**config.mk**
```make
export PLATFORM = sky130hd
export DESIGN_NAME = ram_arbiter_2p_flat
export DESIGN_NICKNAME = d
export VERILOG_FILES = /design/src/rtl/ram_arbiter_2p_if.sv /design/src/rtl/ram_arbiter_2p.sv /design/src/flat_wrapper.sv
export SDC_FILE = /design/constraint.sdc
export NUM_CORES = 1
export LEC_CHECK = 0
export CORE_UTILIZATION = 47
export CTS_BUF_LIST = sky130_fd_sc_hd__clkbuf_4
export CTS_CLUSTER_DIAMETER = 80
export DETAILED_ROUTE_END_ITERATION = 6
export GPL_TIMING_DRIVEN = 0
export PLACE_DENSITY_LB_ADDON = 0.08
export SYNTH_ARGS = -nofsm -noshare
export SYNTH_HDL_FRONTEND = slang
export SYNTH_SLANG_ARGS = --single-unit
```
**constraint.sdc**
```tcl
create_clock -name clk -period 2.49 [get_ports clk]
set_input_delay 0.747 -clock clk [delete_from_list [all_inputs] [get_ports clk]]
set_output_delay 0.747 -clock clk [all_outputs]
set_load 0.02 [all_outputs]
```
**src/rtl/ram_arbiter_2p_if.sv**
```systemverilog
// Requester-side bundle for ram_arbiter_2p: one access request, its grant,
// and the read-data return path for a single client port.
interface ram_arbiter_2p_if #(
    parameter int AW = 4,
    parameter int DW = 8
);
    logic          req;
    logic          we;
    logic [AW-1:0] addr;
    logic [DW-1:0] wdata;
    logic          gnt;
    logic [DW-1:0] rdata;
    logic          rvalid;

    modport master (output req, we, addr, wdata, input gnt, rdata, rvalid);
    modport slave  (input req, we, addr, wdata, output gnt, rdata, rvalid);
endinterface

```
**src/rtl/ram_arbiter_2p.sv**
```systemverilog
// Two-port arbiter serialising read/write accesses onto a single-port 16x8 RAM.
// Define RAM_ARB_FIXED_PRIO_EN for fixed priority (port 0 wins ties); default is round-robin.
module ram_arbiter_2p #(
    parameter int AW = 4,
    parameter int DW = 8
) (
    input  logic            clk,
    input  logic            reset,
    ram_arbiter_2p_if.slave port0,
    ram_arbiter_2p_if.slave port1,
    output logic            busy,
    output logic            ram_wen,
    output logic [AW-1:0]   ram_addr,
    output logic [DW-1:0]   ram_din,
    input  logic [DW-1:0]   ram_dout
);
    typedef enum logic [1:0] {IDLE, ACCESS, RWAIT, RDONE} state_t;

    state_t        state;
    state_t        state_nxt;
    logic          pick;
    logic          winner;
    logic          we_q;
    logic [DW-1:0] rdata0_q;
    logic [DW-1:0] rdata1_q;
`ifndef RAM_ARB_FIXED_PRIO_EN
    logic          last_grant;
`endif

    always_comb begin
        // NOTE: every variable gets a default before the case so no path infers a latch.
        state_nxt = state;
`ifdef RAM_ARB_FIXED_PRIO_EN
        pick = !port0.req;
`else
        pick = (port0.req && port1.req) ? !last_grant : !port0.req;
`endif
        case (state)
            IDLE:    if (port0.req || port1.req) state_nxt = ACCESS;
            ACCESS:  state_nxt = we_q ? IDLE : RWAIT;
            RWAIT:   state_nxt = RDONE;
            RDONE:   state_nxt = IDLE;
            default: state_nxt = IDLE;
        endcase
    end

    // NOTE: clocked state uses non-blocking assignments so all registers update together.
    always_ff @(posedge clk or posedge reset) begin
        if (reset) state <= IDLE;
        else       state <= state_nxt;
    end

    always_ff @(posedge clk or posedge reset) begin
        if (reset) begin
            winner   <= 1'b0;
            we_q     <= 1'b0;
            ram_addr <= '0;
            ram_din  <= '0;
            rdata0_q <= '0;
            rdata1_q <= '0;
`ifndef RAM_ARB_FIXED_PRIO_EN
            last_grant <= 1'b1;
`endif
        end else begin
            // RAM controls are captured only when a request is accepted and hold otherwise.
            if (state == IDLE && (port0.req || port1.req)) begin
                winner   <= pick;
                we_q     <= pick ? port1.we    : port0.we;
                ram_addr <= pick ? port1.addr  : port0.addr;
                ram_din  <= pick ? port1.wdata : port0.wdata;
`ifndef RAM_ARB_FIXED_PRIO_EN
                last_grant <= pick;
`endif
            end
            if (state == RWAIT) begin
                if (winner) rdata1_q <= ram_dout;
                else        rdata0_q <= ram_dout;
            end
        end
    end

    assign busy         = (state != IDLE);
    assign ram_wen      = (state == ACCESS) && we_q;
    assign port0.gnt    = (state == ACCESS) && !winner;
    assign port1.gnt    = (state == ACCESS) &&  winner;
    assign port0.rvalid = (state == RDONE)  && !winner;
    assign port1.rvalid = (state == RDONE)  &&  winner;
    assign port0.rdata  = rdata0_q;
    assign port1.rdata  = rdata1_q;
endmodule

```
**src/flat_wrapper.sv**
```systemverilog
// flat-port wrapper written by rule: the top's interface ports become plain ports
module ram_arbiter_2p_flat 
#(
    parameter int AW = 4,
    parameter int DW = 8
)
  (clk, reset, busy, ram_wen, ram_addr, ram_din, ram_dout, port0_req, port0_we, port0_addr, port0_wdata, port0_gnt, port0_rdata, port0_rvalid, port1_req, port1_we, port1_addr, port1_wdata, port1_gnt, port1_rdata, port1_rvalid);
  ram_arbiter_2p_if #(.AW(AW), .DW(DW)) port0_i ();
  ram_arbiter_2p_if #(.AW(AW), .DW(DW)) port1_i ();
  input  logic clk;
  input  logic reset;
  output logic busy;
  output logic ram_wen;
  output logic [AW-1:0] ram_addr;
  output logic [DW-1:0] ram_din;
  input  logic [DW-1:0] ram_dout;
  input wire logic [$bits(port0_i.req)-1:0] port0_req;
  input wire logic [$bits(port0_i.we)-1:0] port0_we;
  input wire logic [$bits(port0_i.addr)-1:0] port0_addr;
  input wire logic [$bits(port0_i.wdata)-1:0] port0_wdata;
  output wire logic [$bits(port0_i.gnt)-1:0] port0_gnt;
  output wire logic [$bits(port0_i.rdata)-1:0] port0_rdata;
  output wire logic [$bits(port0_i.rvalid)-1:0] port0_rvalid;
  input wire logic [$bits(port1_i.req)-1:0] port1_req;
  input wire logic [$bits(port1_i.we)-1:0] port1_we;
  input wire logic [$bits(port1_i.addr)-1:0] port1_addr;
  input wire logic [$bits(port1_i.wdata)-1:0] port1_wdata;
  output wire logic [$bits(port1_i.gnt)-1:0] port1_gnt;
  output wire logic [$bits(port1_i.rdata)-1:0] port1_rdata;
  output wire logic [$bits(port1_i.rvalid)-1:0] port1_rvalid;
  assign port0_i.req = port0_req;
  assign port0_i.we = port0_we;
  assign port0_i.addr = port0_addr;
  assign port0_i.wdata = port0_wdata;
  assign port0_gnt = port0_i.gnt;
  assign port0_rdata = port0_i.rdata;
  assign port0_rvalid = port0_i.rvalid;
  assign port1_i.req = port1_req;
  assign port1_i.we = port1_we;
  assign port1_i.addr = port1_addr;
  assign port1_i.wdata = port1_wdata;
  assign port1_gnt = port1_i.gnt;
  assign port1_rdata = port1_i.rdata;
  assign port1_rvalid = port1_i.rvalid;
  ram_arbiter_2p #(.AW(AW), .DW(DW)) u_core (.clk(clk), .reset(reset), .port0(port0_i), .port1(port1_i), .busy(busy), .ram_wen(ram_wen), .ram_addr(ram_addr), .ram_din(ram_din), .ram_dout(ram_dout));
endmodule
```
==> out/results.ini <==
[run_status]
status=complete, no violations

[cts]
cts_inserted_buffers=5
cts_max_level=2
hold_buffers=0
clock_latency_ns=0.33
post_cts_buffers=0
clockBufferDepth=2
cts.sinks=33
cts_root_buf=clkbuf_4
post_cts_resized=3
clkTransAtPathRegs_ns=0.10
cts_tree=done

[sta]
setup_ws_ns=0.1146
period_share_pct=95.40
tns_ns=0
rsz0062_at_grt=false
min_period_ns=2.375
skew_ns=0.009792
finalSetupViolations=0
finalHoldViolCount=0
tightest_slew_ns=0.4452
drv_slew=0
fin_hold_ws_ns=0.5108
slew_headroom_pct=70.32
clock.fmax_mhz=421.0

[placed_design]
dpl_worst_slack_ns=0.1161
place.gp.congestion=0.8241
placed_cells=255
hpwl_microns=2869
placed_area_sq_mm=0.002420
port_buffers=71

[cells_and_area]
post-route-cell-area_sq_mm=0.002517
instances_no_fill=263
utilization_pct=74.85
final_nets=254
antenna_cells=0
syn_to_final_growth_pct=52.42
drive_gt1_share_pct=21.20

[die]
io_pins=72
fp.dieArea_sq_mm=0.003755
fp.dieW_microns=61.28
start_util_pct=49.11
core_area_sq_mm=0.003363
rows=21
die_h_microns=61.28

[logic_synthesis]
synth.top_cell.area_share_pct=48.48
ys_seq_area_share_pct=50.08
synth_edf_count=0
ys.flop_type=dfrtp_1
synth.most_common_cell=dfrtp_1
synth_area_per_cell_sq_um=11.97
syn-instance-count=138
syn_nets=176
syn-cell-area_sq_mm=0.001652
synthTopCellsByArea=dfrtp_1 (48%), a31oi_4 (13%), mux2_2 (11%), nand3_1 (4.2%), a21oi_1 (3.9%)
async_flop_share_pct=100.0
synthDistinctLibCells=25
synth_seq_cells=33
ys_warn_count=0
yosys.area.top_type=dfrtp_1
synthTopCellsByCount=dfrtp_1 (32), mux2_2 (16), nand3_1 (14), a21oi_1 (13), o21ai_0 (13)

[min_path]
min_path_type=flip-flop to flip-flop

[setup_path]
crit_arrival_ns=1.63
crit_type=flip-flop to output pin
crit_path_max_fanout=10
endpoint_kind=output pin
required_ns=1.74
cp-start-kind=flip-flop

[global_route]
grt.overflow.total=0
grt_usage_pct=21.99
grt_max_degree=34
grt_pass1_vias=1312
grt_pass1_wl_microns=5802
antenna_found_initial=0

[power]
p_leak_nw=1.024
cellPowerDensity_mw_per_mm2=1217
p_total_mw=3.063
ir_worst_vdd_v=0.0005538

[drt]
via_per_inst=5.270
drt_first_pass_iters=4
finalWirelength_microns=3823
drc_errors=0
vias=1386
wl_per_cell_microns=14.54
drt_iter0_drc=35
ant_nets=0

[run]
max_cap_violations=0

## layer usage
metal | part of all wire, % | vias up | global-route usage, %
li1 | - | 650 | -
met1 | 37 | 670 | 24.08
met2 | 54 | 58 | 39.44
met3 | 6.7 | 8 | 5.672
met4 | 1.9 | 0 | 10.71
met5 | 0 | - | 0
## power breakdown
part	internal [mW]	switching (mW)	total [mW]
Clock	0.145	0.163	0.308
Combinational	0.908	0.877	1.79
Sequential	0.811	0.159	0.970
Total	1.86	1.20	3.06
## layout by cell type, fill, tap and decap left out, types with 2 or more instances in the layout
cell             netlist  routed
a31oi_4               10      10
nand3_1               14      14
a31oi_1                3       3
o21ai_0               13      13
nand2_1                3       3
clkdlybuf4s50_1        0      67
dfrtp_1               32      32
and3b_1                2       2
inv_1                  3       3
o21a_1                 2       2
buf_2                  5       4
nor2_1                 4       4
a21oi_1               13      13
clkbuf_1               5       4
dlymetal6s2s_1         0       3
clkbuf_4               0       8
mux2_2                16      16
nand2b_1               2       2
## cell families (layout without fill, tap and decap cells)
family	count (synthesis)	count (layout)	share of synthesized area, %
multiplexers	16	16	10.91
AO/OA/AOI/OAI	41	41	22.80
buffers and inverters	15	94	5.227
AND/OR/NAND/NOR	33	33	10.99
flip-flops	33	33	50.08
## sequential cells by signal, summed over array words and instances, names as in the netlist, named ones only
signal / cells
u_core.ram_addr: 4
u_core.port0.rdata: 8
u_core.ram_din: 8
u_core.winner: 1
u_core.we_q: 1
u_core.state: 1
u_core.last_grant: 1
u_core.port1.rdata: 8
## critical path, cell delays in order, from the launching register on
cell and delay (ns):
dfrtp_1 0.33, buf_2 0.20, nand2_1 0.08, nor2_1 0.08, clkdlybuf4s50_1 0.61
## worst paths after layout
kind                       cells past startpoint               endpoint  slack (ns)                  start
max                                            4           port0_rvalid        0.11              flip-flop
min                                            1  u_core.port1.rdata[2]        0.51  u_core.port1.rdata[2]
max reg2reg                                    4     u_core.ram_addr[1]        0.85      u_core.last_grant
min reg2reg                                    1  u_core.port1.rdata[2]        0.51  u_core.port1.rdata[2]
max in group asynchronous                      3      u_core.last_grant        1.25                  reset
min in group asynchronous                      2     u_core.ram_addr[2]        0.71                  reset
## area by class of cell
cell class,count,area [sq um]
plain buffers,11,73.82
flip-flops and latches,33,827.0
inverters,3,11.26
well taps,46,57.56
fillers,260,845.8
clock buffers,8,60.06
multi-input cells,90,743.2
repair buffers,72,744.5
Power figures use the tool's default switching activity.
